### config.mk
export PLATFORM = sky130hd
export DESIGN_NAME = output_byte_drain
export DESIGN_NICKNAME = d
export VERILOG_FILES = /design/src/rtl/output_io_pkg.sv /design/src/rtl/uart_tx_8n1.sv /design/src/rtl/output_byte_drain.sv
export SDC_FILE = /design/constraint.sdc
export NUM_CORES = 1
export LEC_CHECK = 0
export ABC_AREA = 0
export BUFFER_PORTS_ARGS = -buffer_cell sky130_fd_sc_hd__buf_2
export CAP_MARGIN = 30
export CORE_MARGIN = 1
export CORE_UTILIZATION = 52
export CTS_CLUSTER_DIAMETER = 80
export DETAILED_ROUTE_END_ITERATION = 10
export PLACE_DENSITY = 0.85
export SYNTH_ARGS = -nofsm -noshare
export SYNTH_HDL_FRONTEND = slang
export SYNTH_SLANG_ARGS = --single-unit
### constraint.sdc
create_clock -name clk -period 8.95 [get_ports clk]
set_clock_uncertainty 0.2 [all_clocks]
set_input_delay 1.79 -clock clk [delete_from_list [all_inputs] [get_ports clk]]
set_output_delay 1.79 -clock clk [all_outputs]
set_load 0.02 [all_outputs]
### src/rtl/output_io_pkg.sv
// Shared constants and tx FSM state encoding for the output-window responder
// and its UART transmitter.
package output_io_pkg;

    localparam logic [31:0] OUTPUT_BYTES_AVAI_ADDR = 32'h8000_0000;
    localparam logic [31:0] OUTPUT_BYTES_ADDR      = 32'h8000_0004;
    localparam logic [31:0] OUTPUT_OVF_CNT_ADDR    = 32'h8000_0008;

    typedef enum logic [1:0] {
        IDLE  = 2'd0,
        START = 2'd1,
        DATA  = 2'd2,
        STOP  = 2'd3
    } tx_state_e;

endpackage

### src/rtl/uart_tx_8n1.sv
// 8N1 serial transmitter; idle also covers the last STOP cycle so a new byte
// can be loaded on the edge that leaves STOP, giving gapless back-to-back frames.
module uart_tx_8n1
    import output_io_pkg::*;
#(
    parameter int CLKS_PER_BIT = 868
) (
    input  logic       clk,
    input  logic       reset_n,
    input  logic       load,
    input  logic [7:0] data,
    output logic       txd,
    output logic       idle
);

    localparam int BW = (CLKS_PER_BIT > 1) ? $clog2(CLKS_PER_BIT) : 1;
    localparam logic [BW-1:0] BAUD_LAST = BW'(CLKS_PER_BIT - 1);

    tx_state_e     r_state;
    tx_state_e     w_next;
    logic [BW-1:0] r_baud;
    logic [2:0]    r_bit;
    logic [7:0]    r_shift;
    logic          w_done;

    assign w_done = (r_baud == BAUD_LAST);

    always_comb begin
        w_next = r_state;
        idle   = 1'b0;
        txd    = 1'b1;
        case (r_state)
            IDLE: begin
                idle = 1'b1;
                if (load) w_next = START;
            end
            START: begin
                txd = 1'b0;
                if (w_done) w_next = DATA;
            end
            DATA: begin
                txd = r_shift[0];
                if (w_done && r_bit == 3'd7) w_next = STOP;
            end
            STOP: begin
                if (w_done) begin
                    idle   = 1'b1;
                    w_next = load ? START : IDLE;
                end
            end
            default: w_next = IDLE;
        endcase
    end

    always_ff @(posedge clk or negedge reset_n) begin
        if (!reset_n) begin
            r_state <= IDLE;
            r_baud  <= '0;
            r_bit   <= '0;
            r_shift <= '0;
        end else begin
            r_state <= w_next;
            // Baud counter restarts on each bit boundary and every state change.
            if (w_next != r_state || r_state == IDLE || w_done)
                r_baud <= '0;
            else
                r_baud <= r_baud + 1'b1;
            if (load && idle) begin
                r_shift <= data;
                r_bit   <= '0;
            end else if (r_state == DATA && w_done) begin
                r_shift <= {1'b0, r_shift[7:1]};
                r_bit   <= r_bit + 1'b1;
            end
        end
    end

endmodule

### src/rtl/output_byte_drain.sv
// Output-window responder: byte FIFO fed by core writes, drained through an 8N1 UART.
// Optional dropped-byte counter at 32'h8000_0008 enabled by OUTPUT_DRAIN_OVERFLOW_CNT_EN.
module output_byte_drain
    import output_io_pkg::*;
#(
    parameter int FIFO_DEPTH   = 16,
    parameter int CLKS_PER_BIT = 868
) (
    input  logic        clk,
    input  logic        reset_n,
    input  logic        en,
    input  logic [3:0]  we,
    input  logic [31:0] addr,
    input  logic [31:0] din,
    output logic [31:0] dout,
    output logic        rd_hit,
    output logic        uart_txd,
    output logic        tx_busy
);

    localparam int AW = $clog2(FIFO_DEPTH);
    localparam int CW = AW + 1;
    localparam logic [CW-1:0] DEPTH_C = CW'(FIFO_DEPTH);

    logic [7:0]    r_mem [FIFO_DEPTH];
    logic [AW-1:0] r_wr_ptr;
    logic [AW-1:0] r_rd_ptr;
    logic [CW-1:0] r_count;
    logic          r_active;
    logic          w_wr;
    logic          w_rd;
    logic          w_full;
    logic          w_push;
    logic          w_pop;
    logic          w_tx_idle;
    logic [CW-1:0] w_free;
    logic          w_unused;

    assign w_wr     = en && (we != 4'd0);
    assign w_rd     = en && (we == 4'd0);
    assign w_full   = (r_count == DEPTH_C);
    assign w_push   = w_wr && (addr == OUTPUT_BYTES_ADDR) && !w_full;
    assign w_pop    = w_tx_idle && (r_count != '0);
    assign w_free   = DEPTH_C - r_count;
    assign tx_busy  = r_active || (r_count != '0);
    assign w_unused = ^din[31:8];

    uart_tx_8n1 #(
        .CLKS_PER_BIT(CLKS_PER_BIT)
    ) u_tx (
        .clk    (clk),
        .reset_n(reset_n),
        .load   (w_pop),
        .data   (r_mem[r_rd_ptr]),
        .txd    (uart_txd),
        .idle   (w_tx_idle)
    );

    always_ff @(posedge clk) begin
        if (w_push) r_mem[r_wr_ptr] <= din[7:0];
    end

    always_ff @(posedge clk or negedge reset_n) begin
        if (!reset_n) begin
            r_wr_ptr <= '0;
            r_rd_ptr <= '0;
            r_count  <= '0;
            r_active <= 1'b0;
        end else begin
            if (w_push) r_wr_ptr <= r_wr_ptr + 1'b1;
            if (w_pop)  r_rd_ptr <= r_rd_ptr + 1'b1;
            if (w_push && !w_pop)      r_count <= r_count + 1'b1;
            else if (!w_push && w_pop) r_count <= r_count - 1'b1;
            // Frame-in-progress flag; the tx idle strobe alone would drop busy a cycle early.
            if (w_pop)          r_active <= 1'b1;
            else if (w_tx_idle) r_active <= 1'b0;
        end
    end

`ifdef OUTPUT_DRAIN_OVERFLOW_CNT_EN
    logic [31:0] r_ovf_cnt;
    logic        w_drop;

    assign w_drop = w_wr && (addr == OUTPUT_BYTES_ADDR) && w_full;

    always_ff @(posedge clk or negedge reset_n) begin
        if (!reset_n)
            r_ovf_cnt <= '0;
        else if (w_wr && addr == OUTPUT_OVF_CNT_ADDR)
            r_ovf_cnt <= '0;
        else if (w_drop && r_ovf_cnt != '1)
            r_ovf_cnt <= r_ovf_cnt + 1'b1;
    end
`endif

    always_ff @(posedge clk or negedge reset_n) begin
        if (!reset_n) begin
            dout   <= '0;
            rd_hit <= 1'b0;
        end else begin
            rd_hit <= 1'b0;
            if (w_rd) begin
                if (addr == OUTPUT_BYTES_AVAI_ADDR) begin
                    dout   <= 32'(w_free);
                    rd_hit <= 1'b1;
                end else if (addr == OUTPUT_BYTES_ADDR) begin
                    dout   <= '0;
                    rd_hit <= 1'b1;
                end
`ifdef OUTPUT_DRAIN_OVERFLOW_CNT_EN
                else if (addr == OUTPUT_OVF_CNT_ADDR) begin
                    dout   <= r_ovf_cnt;
                    rd_hit <= 1'b1;
                end
`endif
            end
        end
    end

endmodule

==> reports/qor.yml, run 1 <==
yosys:
  syn_area_mm2: 0.00751
  yosysWarnings: 0
  synth_async_sr_flop_share: 0.251
  post_synth.cell_area_avg_um2: 16.0
  synth_flop_cell: "edfxtp_1"
  synth_top_cell_area_share: 0.512
  ys_top_cells_by_count: "128 x edfxtp_1, 43 x dfrtp_1, 34 x nor2_1, 31 x mux4_2, 27 x buf_4"
  ys_types: 45
  ys_seq_area_frac: 0.655
  synth_compound_area_frac: 0.0378
  synthTopCellsByArea: "edfxtp_1 51%, dfrtp_1 14%, mux4_2 9.3%, ha_1 3.2%, buf_4 2.7%"
  synth_mux_area_frac: 0.119
  synthXorXnorAreaFrac: 0.0257
  synth_top_family_by_area: "multiplexers"
  synth_edf_count: 128
  synthAdderAreaFrac: 0.0343
  synth_seq_cells: 171
  yosysMostFrequentCell: "edfxtp_1"
  synthCells: 469
  yosys.area_share.simple: 0.0825
  synth.largest_area_cell: "edfxtp_1"
route:
  via_per_inst: 5.69
  ant_nets: 0
  vias: 4101
  first_pass_iters: 5
  wl_per_cell_um: 20.2
  drt_iter0_markers: 382
  drc: 0
  finalWirelength_mm: 14.6
worst_setup_path:
  crit_cells: 12
  worstSetupStartpoint: "addr[10]"
  crit_path_top_delay_cell: "nor4_4"
  critPathTopFamily: "simple AND/OR/NAND/NOR gates"
  cp_cell_sequence: "buf_2, nor4_1, nand4_1, nor4_4, ha_1, inv_1, fa_1, a21o_1, a21oi_1, xnor2_1, nor2_1, xnor2_1"
  crit_end: "r_count[4]$_DFFE_PN0P_"
  worstSetupPathType: "input port to register"
  cp-end-kind: "register"
  cp_num_buf_inv: 2
  crit_arrival_ps: 4720
  crit_top_cell: "xnor2_1"
  worstReg2RegEnd: "r_count[4]$_DFFE_PN0P_"
  slowest_delay_ps: 610
  crit-reg2reg-launch: "r_count[0]$_DFFE_PN0P_"
  cp-start-kind: "input port"
  required_ps: 9070
  reg2regPathDepth: 15
  r2r_slack_ps: 5110
  cp_max_fo: 10
timing:
  setup_viol: 0
  tns_ps: 0
  maxSlewViolCount: 0
  period_share: 0.513
  whs_ps: 276
  post-route-min-period_ps: 4590
  slew_headroom: 0.379
  rsz0062_at_grt: "no"
  fmax_ghz: 0.218
  finalHoldViolCount: 0
  tightest_slew_ps: 931
placed_design:
  place.detailed.hpwl_mm: 9.51
  dpl-instance-area_mm2: 0.00785
  finalWeightedCongestion: 0.840
  io_buffer_count: 54
floorplan:
  die_h_um: 122
  dieArea_mm2: 0.0149
  initial_core_util: 0.537
  core_area_mm2: 0.0140
  pin_count: 106
  fp.dieW_um: 122
  num_rows: 43
clock_network:
  clockBufferDepth: 2
  cts-root-buf: "clkbuf_16"
  cts_resized: 0
  clkTransAtPathRegs_ps: 70
  post_cts_buffers: 0
  worstSkewPairLatency_ps: 440
  ctsHoldBuffers: 0
  htreeDepth: 4
  numCtsBuffers: 17
  cts_tree: "yes"
  numClockSinks: 171
pwr:
  power_density_mw_per_mm2: 192
  vdd_drop_max_mv: 0.191
  leakagePower_nw: 3.25
  p_total_w: 0.00162
layout:
  design_area_mm2: 0.00844
  diodes: 0
  nNetsFinal: 620
  fillCellCount: 988
  syn2layout_area_growth_pct: 12.5
  fin_util: 0.604
  drive_gt1_frac: 0.255
global_routing:
  globalRouteTotalUtil: 0.216
  grt_pass1_vias: 4317
  grt_overflow: 0
  grt_first_pass_wirelength_mm: 23.0
  grt_start_max_net_pins: 44
  antenna_found_initial: 0
worst_hold_path:
  hold_path.class: "register to register"
flow_run:
  max_cap_viol_count: 0
outcome:
  outcome: "complete, no violations"
## flip-flops by register name, indices dropped and copies added (netlist names)
signal        flops
r_mem           128
u_tx.r_baud      10
u_tx.r_shift      8
dout              5
r_count           5
r_rd_ptr          4
r_wr_ptr          4
u_tx.r_bit        3
u_tx.r_state      2
r_active          1
rd_hit            1
## worst reg2reg max path: cells and delay by family, from the launching register on
family | cells | cell delay (ps)
AO/OA/AOI/OAI | 2 | 420
AND/OR/NAND/NOR | 3 | 520
flip-flops | 1 | 470
adder cells (fa/ha/maj) | 4 | 1080
XOR/XNOR | 2 | 300
buffers and inverters | 4 | 750
## layout by cell type, fill, tap and decap left out, types with 3 or more instances in the layout
cell type and instances:
a22oi_1 16, nor4_1 4, clkinv_4 3, inv_1 16
nor2_1 34, o21ai_0 10, xnor2_1 14, a21oi_1 13
dfrtp_1 42, mux2i_1 12, conb_1 27, nand3_1 3
mux2_2 7, xor2_1 8, buf_2 54, clkbuf_16 17
nor2b_1 3, mux4_2 31, nand2_1 13, inv_6 4
nand4_1 4, and2_1 10, edfxtp_1 128, ha_1 19
and3_1 8
## how the worst min path moves through the flow
stage / start / to / cells past startpoint
2_1_floorplan: u_tx.r_baud[0]$_DFF_PN0_ / u_tx.r_baud[0]$_DFF_PN0_ / 1
3_3_place_gp: u_tx.r_baud[0]$_DFF_PN0_ / u_tx.r_baud[0]$_DFF_PN0_ / 1
3_5_place_dp: u_tx.r_baud[0]$_DFF_PN0_ / u_tx.r_baud[0]$_DFF_PN0_ / 1
4_1_cts: u_tx.r_baud[0]$_DFF_PN0_ / u_tx.r_baud[0]$_DFF_PN0_ / 1
5_1_grt: u_tx.r_baud[0]$_DFF_PN0_ / u_tx.r_baud[0]$_DFF_PN0_ / 1
6_report: u_tx.r_baud[0]$_DFF_PN0_ / u_tx.r_baud[0]$_DFF_PN0_ / 1
## through the flow
stage | setup slack (ps) | std cells
floorplan | 4560 | 495
global placement | 4220 | 689
detailed placement | 4000 | 689
CTS | 4360 | 720
global route | 4140 | 721
finish | 4360 | 721
## final cells by class
cell class,instances,area [um2],area share
Clock buffer,17,425,0.0504
Tap cell,180,225,0.0267
Multi-Input combinational cell,265,2350,0.279
Sequential cell,171,4920,0.583
Clock inverter,14,160,0.0190
Timing Repair Buffer,57,297,0.0351
Inverter,17,63.8,0.00756
## power breakdown
part           internal, W      switching [W]
sequential        0.000853  0.000000000000857
clock             0.000416           0.000315
combinational   0.00000850          0.0000266
total              0.00128           0.000342
## per-layer routing
metal	vias to the layer above	wire, um	global-route usage
met5	-	0	0
met4	0	410	0.101
met3	36	890	0.0632
met2	162	7590	0.358
met1	2053	5680	0.260
li1	1850	-	-
## kinds of logic (layout without fill, tap and decap cells)
group,after synthesis,count (layout)
XOR/XNOR,22,22
other,1,27
buffers and inverters,59,105
adder cells (fa/ha/maj),20,20
AND/OR/NAND/NOR,101,101
flip-flops,171,171
multiplexers,50,50
AO/OA/AOI/OAI,45,45
No activity file was read; power rests on OpenSTA's default activity.
==> run 2, diff against run 1 <==
--- a/config.mk
+++ b/config.mk
@@ -5,7 +5,7 @@
 export SDC_FILE = /design/constraint.sdc
 export NUM_CORES = 1
 export LEC_CHECK = 0
-export ABC_AREA = 0
+export ABC_AREA = 1
 export BUFFER_PORTS_ARGS = -buffer_cell sky130_fd_sc_hd__buf_2
 export CAP_MARGIN = 30
 export CORE_MARGIN = 1
==> constraint.sdc (replaced) <==
create_clock -name clk -period 4.53 [get_ports clk]
set_clock_uncertainty 0.2 [all_clocks]
set_input_delay 0.906 -clock clk [delete_from_list [all_inputs] [get_ports clk]]
set_output_delay 0.906 -clock clk [all_outputs]
set_load 0.02 [all_outputs]
==> reports/qor.yml, run 2 <==
outcome:
  outcome: "complete, no violations"  # unchanged
pwr:
  power_frac_seq: 0.532  # was 0.527
  power.share.clock: 0.446  # was 0.451
  intPower_w: 0.00244  # was 0.00128 W
  comb_power_share: 0.023  # was 0.022
  power_density_mw_per_mm2: 366  # was 192 mW/mm2
  p_switching_w: 0.000732  # was 0.000342 W
  leakagePower_nw: 3.32  # was 3.25 nW
  vdd_drop_max_mv: 0.281  # was 0.191 mV
  p_sw_frac: 0.231  # was 0.211
  p_total_w: 0.00317  # was 0.00162 W
clock_network:
  cts_resized: 0  # unchanged
  ctsHoldBuffers: 0  # unchanged
  clkTransAtPathRegs_ps: 70  # about the same
  worstSkewPairLatency_ps: 440  # about the same
  clockBufferDepth: 2  # unchanged
  htreeDepth: 4  # unchanged
  numClockSinks: 171  # unchanged
  cts_tree: "yes"  # unchanged
  cts-root-buf: "clkbuf_16"  # unchanged
  post_cts_buffers: 0  # unchanged
  numCtsBuffers: 17  # unchanged
yosys:
  synth_top_cell_area_share: 0.497  # was 0.512
  synthCells: 697  # was 469
  post_synth.cell_area_avg_um2: 11.1  # was 16.0 um2
  synth_async_sr_flop_share: 0.251  # unchanged
  ys_top_cells_by_count: "128 x edfxtp_1, 111 x nor2_1, 66 x nand2_1, 62 x o21ai_0, 48 x inv_1"  # was 128 x edfxtp_1, 43 x dfrtp_1, 34 x nor2_1, 31 x mux4_2, 27 x buf_4
  synth.largest_area_cell: "edfxtp_1"  # unchanged
  yosysMostFrequentCell: "edfxtp_1"  # unchanged
  synth_edf_count: 128  # unchanged
  ys_seq_area_frac: 0.636  # was 0.655
  syn_area_mm2: 0.00774  # was 0.00751 mm2
  synth_flop_cell: "edfxtp_1"  # unchanged
  ys_types: 40  # was 45
  synthTopCellsByArea: "edfxtp_1 50%, dfrtp_1 14%, nor2_1 5.4%, o21ai_0 4.0%, nand2_1 3.2%"  # was edfxtp_1 51%, dfrtp_1 14%, mux4_2 9.3%, ha_1 3.2%, buf_4 2.7%
  yosysWarnings: 0  # unchanged
  synth_seq_cells: 171  # unchanged
worst_setup_path:
  r2r_slack_ps: 1200  # was 5110 ps
  required_ps: 4650  # was 9070 ps
  worstSetupStartpoint: "r_count[0]$_DFFE_PN0P_"  # was addr[10]
  cp_max_fo: 8  # was 10
  worstSetupPathType: "register to register"  # was input port to register
  cp-end-kind: "register"  # unchanged
  cp-start-kind: "register"  # was input port
  worstReg2RegEnd: "r_count[4]$_DFFE_PN0P_"  # unchanged
  crit_arrival_ps: 3450  # was 4720 ps
  crit-reg2reg-launch: "r_count[0]$_DFFE_PN0P_"  # unchanged
  reg2regPathDepth: 19  # was 15
global_routing:
  grt_overflow: 0  # unchanged
  grt_start_max_net_pins: 67  # was 44
  grt_pass1_vias: 4986  # was 4317
  grt_first_pass_wirelength_mm: 26.0  # was 23.0 mm
  globalRouteTotalUtil: 0.231  # was 0.216
  antenna_found_initial: 0  # unchanged
flow_run:
  max_cap_viol_count: 0  # unchanged
timing:
  slew_headroom: 0.451  # was 0.379
  setup_viol: 0  # unchanged
  tightest_slew_ps: 821  # was 931 ps
  maxSlewViolCount: 0  # unchanged
  tns_ps: 0  # unchanged
  rsz0062_at_grt: "no"  # unchanged
  post-route-min-period_ps: 3330
  fmax_ghz: 0.300
  period_share: 0.735
  finalHoldViolCount: 0  # unchanged
layout:
  drive_gt1_frac: 0.158  # was 0.255
  fin_util: 0.596  # was 0.604
  regMostFlops: "r_mem"  # unchanged
  fillCellCount: 1112  # was 988
  reg_top3: "r_mem x128, u_tx.r_baud x10, u_tx.r_shift x8"  # unchanged
  nNetsFinal: 837  # was 620
  design_area_mm2: 0.00866  # was 0.00844 mm2
  largest_reg_flops: 128  # unchanged
  syn2layout_area_growth_pct: 11.8  # was 12.5%
  final_common_cell: "edfxtp_1"  # unchanged
  layout_common_cells: "128 x edfxtp_1, 111 x nor2_1, 66 x nand2_1"  # was 128 x edfxtp_1, 54 x buf_2, 42 x dfrtp_1
  diodes: 0  # unchanged
route:
  drt_iter0_markers: 512  # was 382
  vias: 5426  # was 4101
  ant_nets: 0  # unchanged
  finalWirelength_mm: 16.7  # was 14.6 mm
  wl_per_cell_um: 17.7  # was 20.2 um
  first_pass_iters: 5  # unchanged
  drc: 0  # unchanged
  via_per_inst: 5.75  # was 5.69
placed_design:
  dpl-instance-area_mm2: 0.00808  # was 0.00785 mm2
  finalWeightedCongestion: 0.790  # was 0.840
  place.detailed.hpwl_mm: 10.0  # was 9.51 mm
  io_buffer_count: 54  # unchanged
floorplan:
  initial_core_util: 0.533  # was 0.537
  core_area_mm2: 0.0145  # was 0.0140 mm2
  fp.dieW_um: 124  # was 122 um
  pin_count: 106  # unchanged
  num_rows: 44  # was 43
  die_h_um: 124  # was 122 um
  dieArea_mm2: 0.0154  # was 0.0149 mm2
worst_hold_path:
  hold_path.class: "input port to asynchronous set/reset pin"  # was register to register
run 2: per-stage QoR:
| stage | cells | setup slack, ps | hold WS, ps |
|---|---|---|---|
| 2_1_floorplan | 723 | 1440 | 234 |
| 3_3_place_gp | 909 | 1100 | 252 |
| 3_5_place_dp | 911 | 1050 | 265 |
| 4_1_cts | 943 | 1210 | 225 |
| 5_1_grt | 943 | 943 | 250 |
| 6_report | 943 | 1200 | 217 |
run 2: worst max-delay path, cell delays in order (launching register included):
cell and delay [ps]:
dfrtp_1 430, inv_1 100, ha_1 230, nand2_1 70, nor2_1 50, ha_1 200
inv_1 70, nand4_1 100, nor2_1 90, nand2_1 100, inv_2 160, ha_1 210
inv_1 110, fa_1 420, a21o_1 190, a21oi_1 170, nand2_1 70, nand2_1 60
nor2_1 50, xor2_1 130
run 2: cell families (layout without fill, tap and decap cells):
kind of cell             after synthesis  count (layout)  share of synthesized area
buffers and inverters                109             145                     0.0679
flip-flops                           171             171                      0.636
AO/OA/AOI/OAI                        133             133                      0.102
other                                  1              27                   0.000484
AND/OR/NAND/NOR                      246             246                      0.141
adder cells (fa/ha/maj)               20              20                     0.0333
XOR/XNOR                              17              17                     0.0192
run 2: cell type report:
type,count,area [um2],area share
Multi-Input combinational cell,443,2390,0.276
Inverter,55,206,0.0238
Timing Repair Buffer,58,325,0.0376
Clock buffer,17,425,0.0491
Tap cell,184,230,0.0266
Sequential cell,171,4920,0.568
Clock inverter,15,156,0.0181
run 2: power by group through the flow:
stage / clock [W] / combinational (W) / sequential, W
global route: 0.00148 / 0.0000820 / 0.00168
CTS: 0.00142 / 0.0000722 / 0.00168
detailed placement: 0 / 0.0000720 / 0.00172
floorplan: 0 / 0.0000423 / 0.00172
finish: 0.00141 / 0.0000720 / 0.00168
global placement: 0 / 0.0000680 / 0.00172
run 2: per-layer routing:
layer / global-route usage / part of all wire
met1: 0.303 / 0.40
met2: 0.372 / 0.50
met3: 0.0508 / 0.072
met4: 0.0967 / 0.023
met5: 0 / 0
run 2: worst max-delay path by stage:
| stage | endpoint | slack, ps | depth (start not counted) |
|---|---|---|---|
| floorplan | r_count[4]$_DFFE_PN0P_ | 1440 | 15 |
| global placement | r_count[4]$_DFFE_PN0P_ | 1100 | 16 |
| detailed placement | r_count[4]$_DFFE_PN0P_ | 1050 | 16 |
| CTS | r_count[4]$_DFFE_PN0P_ | 1210 | 19 |
| global route | r_count[4]$_DFFE_PN0P_ | 940 | 19 |
| finish | r_count[4]$_DFFE_PN0P_ | 1200 | 19 |
==> run 3, diff against run 2 <==
--- a/config.mk
+++ b/config.mk
@@ -5,14 +5,14 @@
 export SDC_FILE = /design/constraint.sdc
 export NUM_CORES = 1
 export LEC_CHECK = 0
-export ABC_AREA = 1
+export ABC_AREA = 0
 export BUFFER_PORTS_ARGS = -buffer_cell sky130_fd_sc_hd__buf_2
 export CAP_MARGIN = 30
 export CORE_MARGIN = 1
 export CORE_UTILIZATION = 52
 export CTS_CLUSTER_DIAMETER = 80
 export DETAILED_ROUTE_END_ITERATION = 10
-export PLACE_DENSITY = 0.85
+export PLACE_DENSITY = 0.88
 export SYNTH_ARGS = -nofsm -noshare
 export SYNTH_HDL_FRONTEND = slang
 export SYNTH_SLANG_ARGS = --single-unit
==> constraint.sdc (replaced) <==
create_clock -name clk -period 3.05 [get_ports clk]
set_clock_uncertainty 0.2 [all_clocks]
set_input_delay 0.61 -clock clk [delete_from_list [all_inputs] [get_ports clk]]
set_output_delay 0.61 -clock clk [all_outputs]
set_load 0.02 [all_outputs]
==> reports/qor.yml, run 3 (synthesis gave the netlist of run 1 again) <==
clock_network:
  cts-root-buf: "clkbuf_16"  # unchanged
  cts_resized: 0  # unchanged
  cts_tree: "yes"  # unchanged
  numCtsBuffers: 17  # unchanged
  clkTransAtPathRegs_ps: 70  # about the same
  worstSkewPairLatency_ps: 430  # was 440 ps
  htreeDepth: 4  # unchanged
  clockBufferDepth: 2  # unchanged
  numClockSinks: 171  # unchanged
floorplan:
  core_area_mm2: 0.0140  # was 0.0145 mm2
  num_rows: 43  # was 44
  pin_count: 106  # unchanged
  dieArea_mm2: 0.0149  # was 0.0154 mm2
  fp.dieW_um: 122  # was 124 um
  die_h_um: 122  # was 124 um
  initial_core_util: 0.537  # was 0.533
layout:
  fillCellCount: 976  # was 1112
  multiInputGateArea_mm2: 0.00237  # was 0.00239 mm2
  layout.cells.non_filler: 750  # was 943
  regMostFlops: "r_mem"  # unchanged
  nNetsFinal: 648  # was 837
  syn2layout_area_growth_pct: 16.7  # was 11.8%
  layout_common_cells: "128 x edfxtp_1, 54 x buf_2, 42 x dfrtp_1"  # was 128 x edfxtp_1, 111 x nor2_1, 66 x nand2_1
  seqCellArea_mm2: 0.00492  # unchanged
  final_common_cell: "edfxtp_1"  # unchanged
  reg_top3: "r_mem x128, u_tx.r_baud x10, u_tx.r_shift x8"  # unchanged
  diodes: 0  # unchanged
  largest_reg_flops: 128  # unchanged
  drive_gt1_frac: 0.300  # was 0.158
timing:
  tns_ps: 0  # unchanged
  finalHoldViolCount: 0  # unchanged
  maxSlewViolCount: 0  # unchanged
  tightest_slew_ps: 593  # was 821 ps
  slew_headroom: 0.604  # was 0.451
  fmax_ghz: 0.334  # was 0.300 GHz
  post-route-min-period_ps: 2990  # was 3330 ps
  period_share: 0.982  # was 0.735
  setup_viol: 0  # unchanged
  rsz0062_at_grt: "yes"  # was no
worst_setup_path:
  worstSetupPathType: "register to register"  # unchanged
  crit_arrival_ps: 3100  # was 3450 ps
  cp-start-kind: "register"  # unchanged
  cp_max_fo: 4  # was 8
  r2r_slack_ps: 60  # was 1200 ps
  required_ps: 3160  # was 4650 ps
  cp-end-kind: "register"  # unchanged
pwr:
  vdd_drop_max_mv: 0.463  # was 0.281 mV
  p_total_w: 0.00476  # was 0.00317 W
  leakagePower_nw: 3.40  # was 3.32 nW
  power_density_mw_per_mm2: 543  # was 366 mW/mm2
worst_hold_path:
  hold_path.class: "register to register"  # was input port to asynchronous set/reset pin
route:
  first_pass_iters: 5  # unchanged
  wl_per_cell_um: 19.0  # was 17.7 um
  drc: 0  # unchanged
  ant_nets: 0  # unchanged
  vias: 4238  # was 5426
  drt_iter0_markers: 278  # was 512
  via_per_inst: 5.65  # was 5.75
  finalWirelength_mm: 14.2  # was 16.7 mm
placed_design:
  io_buffer_count: 54  # unchanged
  finalWeightedCongestion: 0.782  # was 0.790
  place.detailed.hpwl_mm: 9.35  # was 10.0 mm
  dp_cells: 716  # was 911
global_routing:
  antenna_found_initial: 0  # unchanged
  globalRouteTotalUtil: 0.214  # was 0.231
  grt_start_max_net_pins: 36  # was 67
  grt_pass1_vias: 4472  # was 4986
  grt_overflow: 0  # unchanged
  grt_first_pass_wirelength_mm: 22.8  # was 26.0 mm
flow_run:
  max_cap_viol_count: 0  # unchanged
outcome:
  outcome: "complete, no violations"  # unchanged
==> run 3: changes by cell type in the layout (fill, tap and decap cells not counted), moves of 10 or more <==
cell	delta
o21ai_0	-52
o221ai_1	-15
nor2_1	-77
mux2i_1	+12
xnor2_1	+11
nand2_1	-53
nand3_1	-29
nor2_2	-10
buf_4	+21
a22oi_1	+13
o211ai_1	-15
mux4_2	+31
o21ai_1	-13
inv_1	-33
==> run 3: metal layers <==
| layer | up-vias | part of all wire | GRT usage |
|---|---|---|---|
| met3 | 26 | 0.060 | 0.0524 |
| li1 | 1910 | - | - |
| met5 | - | 0 | 0 |
| met2 | 171 | 0.51 | 0.366 |
| met4 | 0 | 0.023 | 0.0922 |
| met1 | 2131 | 0.40 | 0.259 |
==> run 3: report_power, final <==
| part | switching (W) | internal, W |
|---|---|---|
| combinational | 0.0000821 | 0.0000282 |
| clock | 0.000900 | 0.00124 |
| sequential | 0.00000000000206 | 0.00250 |
| total | 0.000982 | 0.00377 |
==> run 3: worst paths after layout <==
path | cells past startpoint | startpoint | to
worst min register to register | 1 | u_tx.r_baud[0]$_DFF_PN0_ | u_tx.r_baud[0]$_DFF_PN0_
max in group asynchronous | 3 | reset_n | r_rd_ptr[0]$_DFFE_PN0N_
worst max-delay path | 14 | r_count[0]$_DFFE_PN0P_ | r_count[4]$_DFFE_PN0P_
min in group asynchronous | 2 | reset_n | rd_hit$_DFF_PN0_
worst max register to register | 14 | r_count[0]$_DFFE_PN0P_ | r_count[4]$_DFFE_PN0P_
worst min-delay path | 1 | u_tx.r_baud[0]$_DFF_PN0_ | u_tx.r_baud[0]$_DFF_PN0_
==> run 3: area by class of cell <==
class	count	share of cell area
well taps	180	0.0257
clock buffers	21	0.0514
flip-flops and latches	171	0.562
multi-input cells	265	0.271
clock inverters	11	0.0153
repair buffers	85	0.0677
inverters	17	0.00743
==> run 3: per-stage QoR <==
step | hold slack, ps | utilization | worst slack, ps | area (um2)
floorplan | 114 | - | -138 | 7630
global placement | 249 | 0.583 | -95.5 | 8160
detailed placement | 284 | 0.583 | -145 | 8160
CTS | 296 | 0.626 | 1.89 | 8760
global route | 299 | 0.626 | -86.3 | 8760
finish | 284 | 0.626 | 55.3 | 8760
==> run 3: worst max-delay path: stages, from the launching register on <==
cell and delay [ps]:
dfrtp_1 340, inv_1 60, ha_2 190, nor3b_1 150, ha_1 190, nand2b_4 140
nor4_4 250, ha_2 260, inv_2 70, fa_2 350, a21o_1 190, a21oi_2 150
xnor2_1 130, nor2_1 70, xnor2_1 130
==> run 3: what timing repair did <==
action                                 4_1_cts  5_1_grt
setup endpoints to repair                    1        1
hold buffers                                 1        0
setup buffers                                1        0
endpoints found under the hold margin       19        0
pin swaps                                    3        2
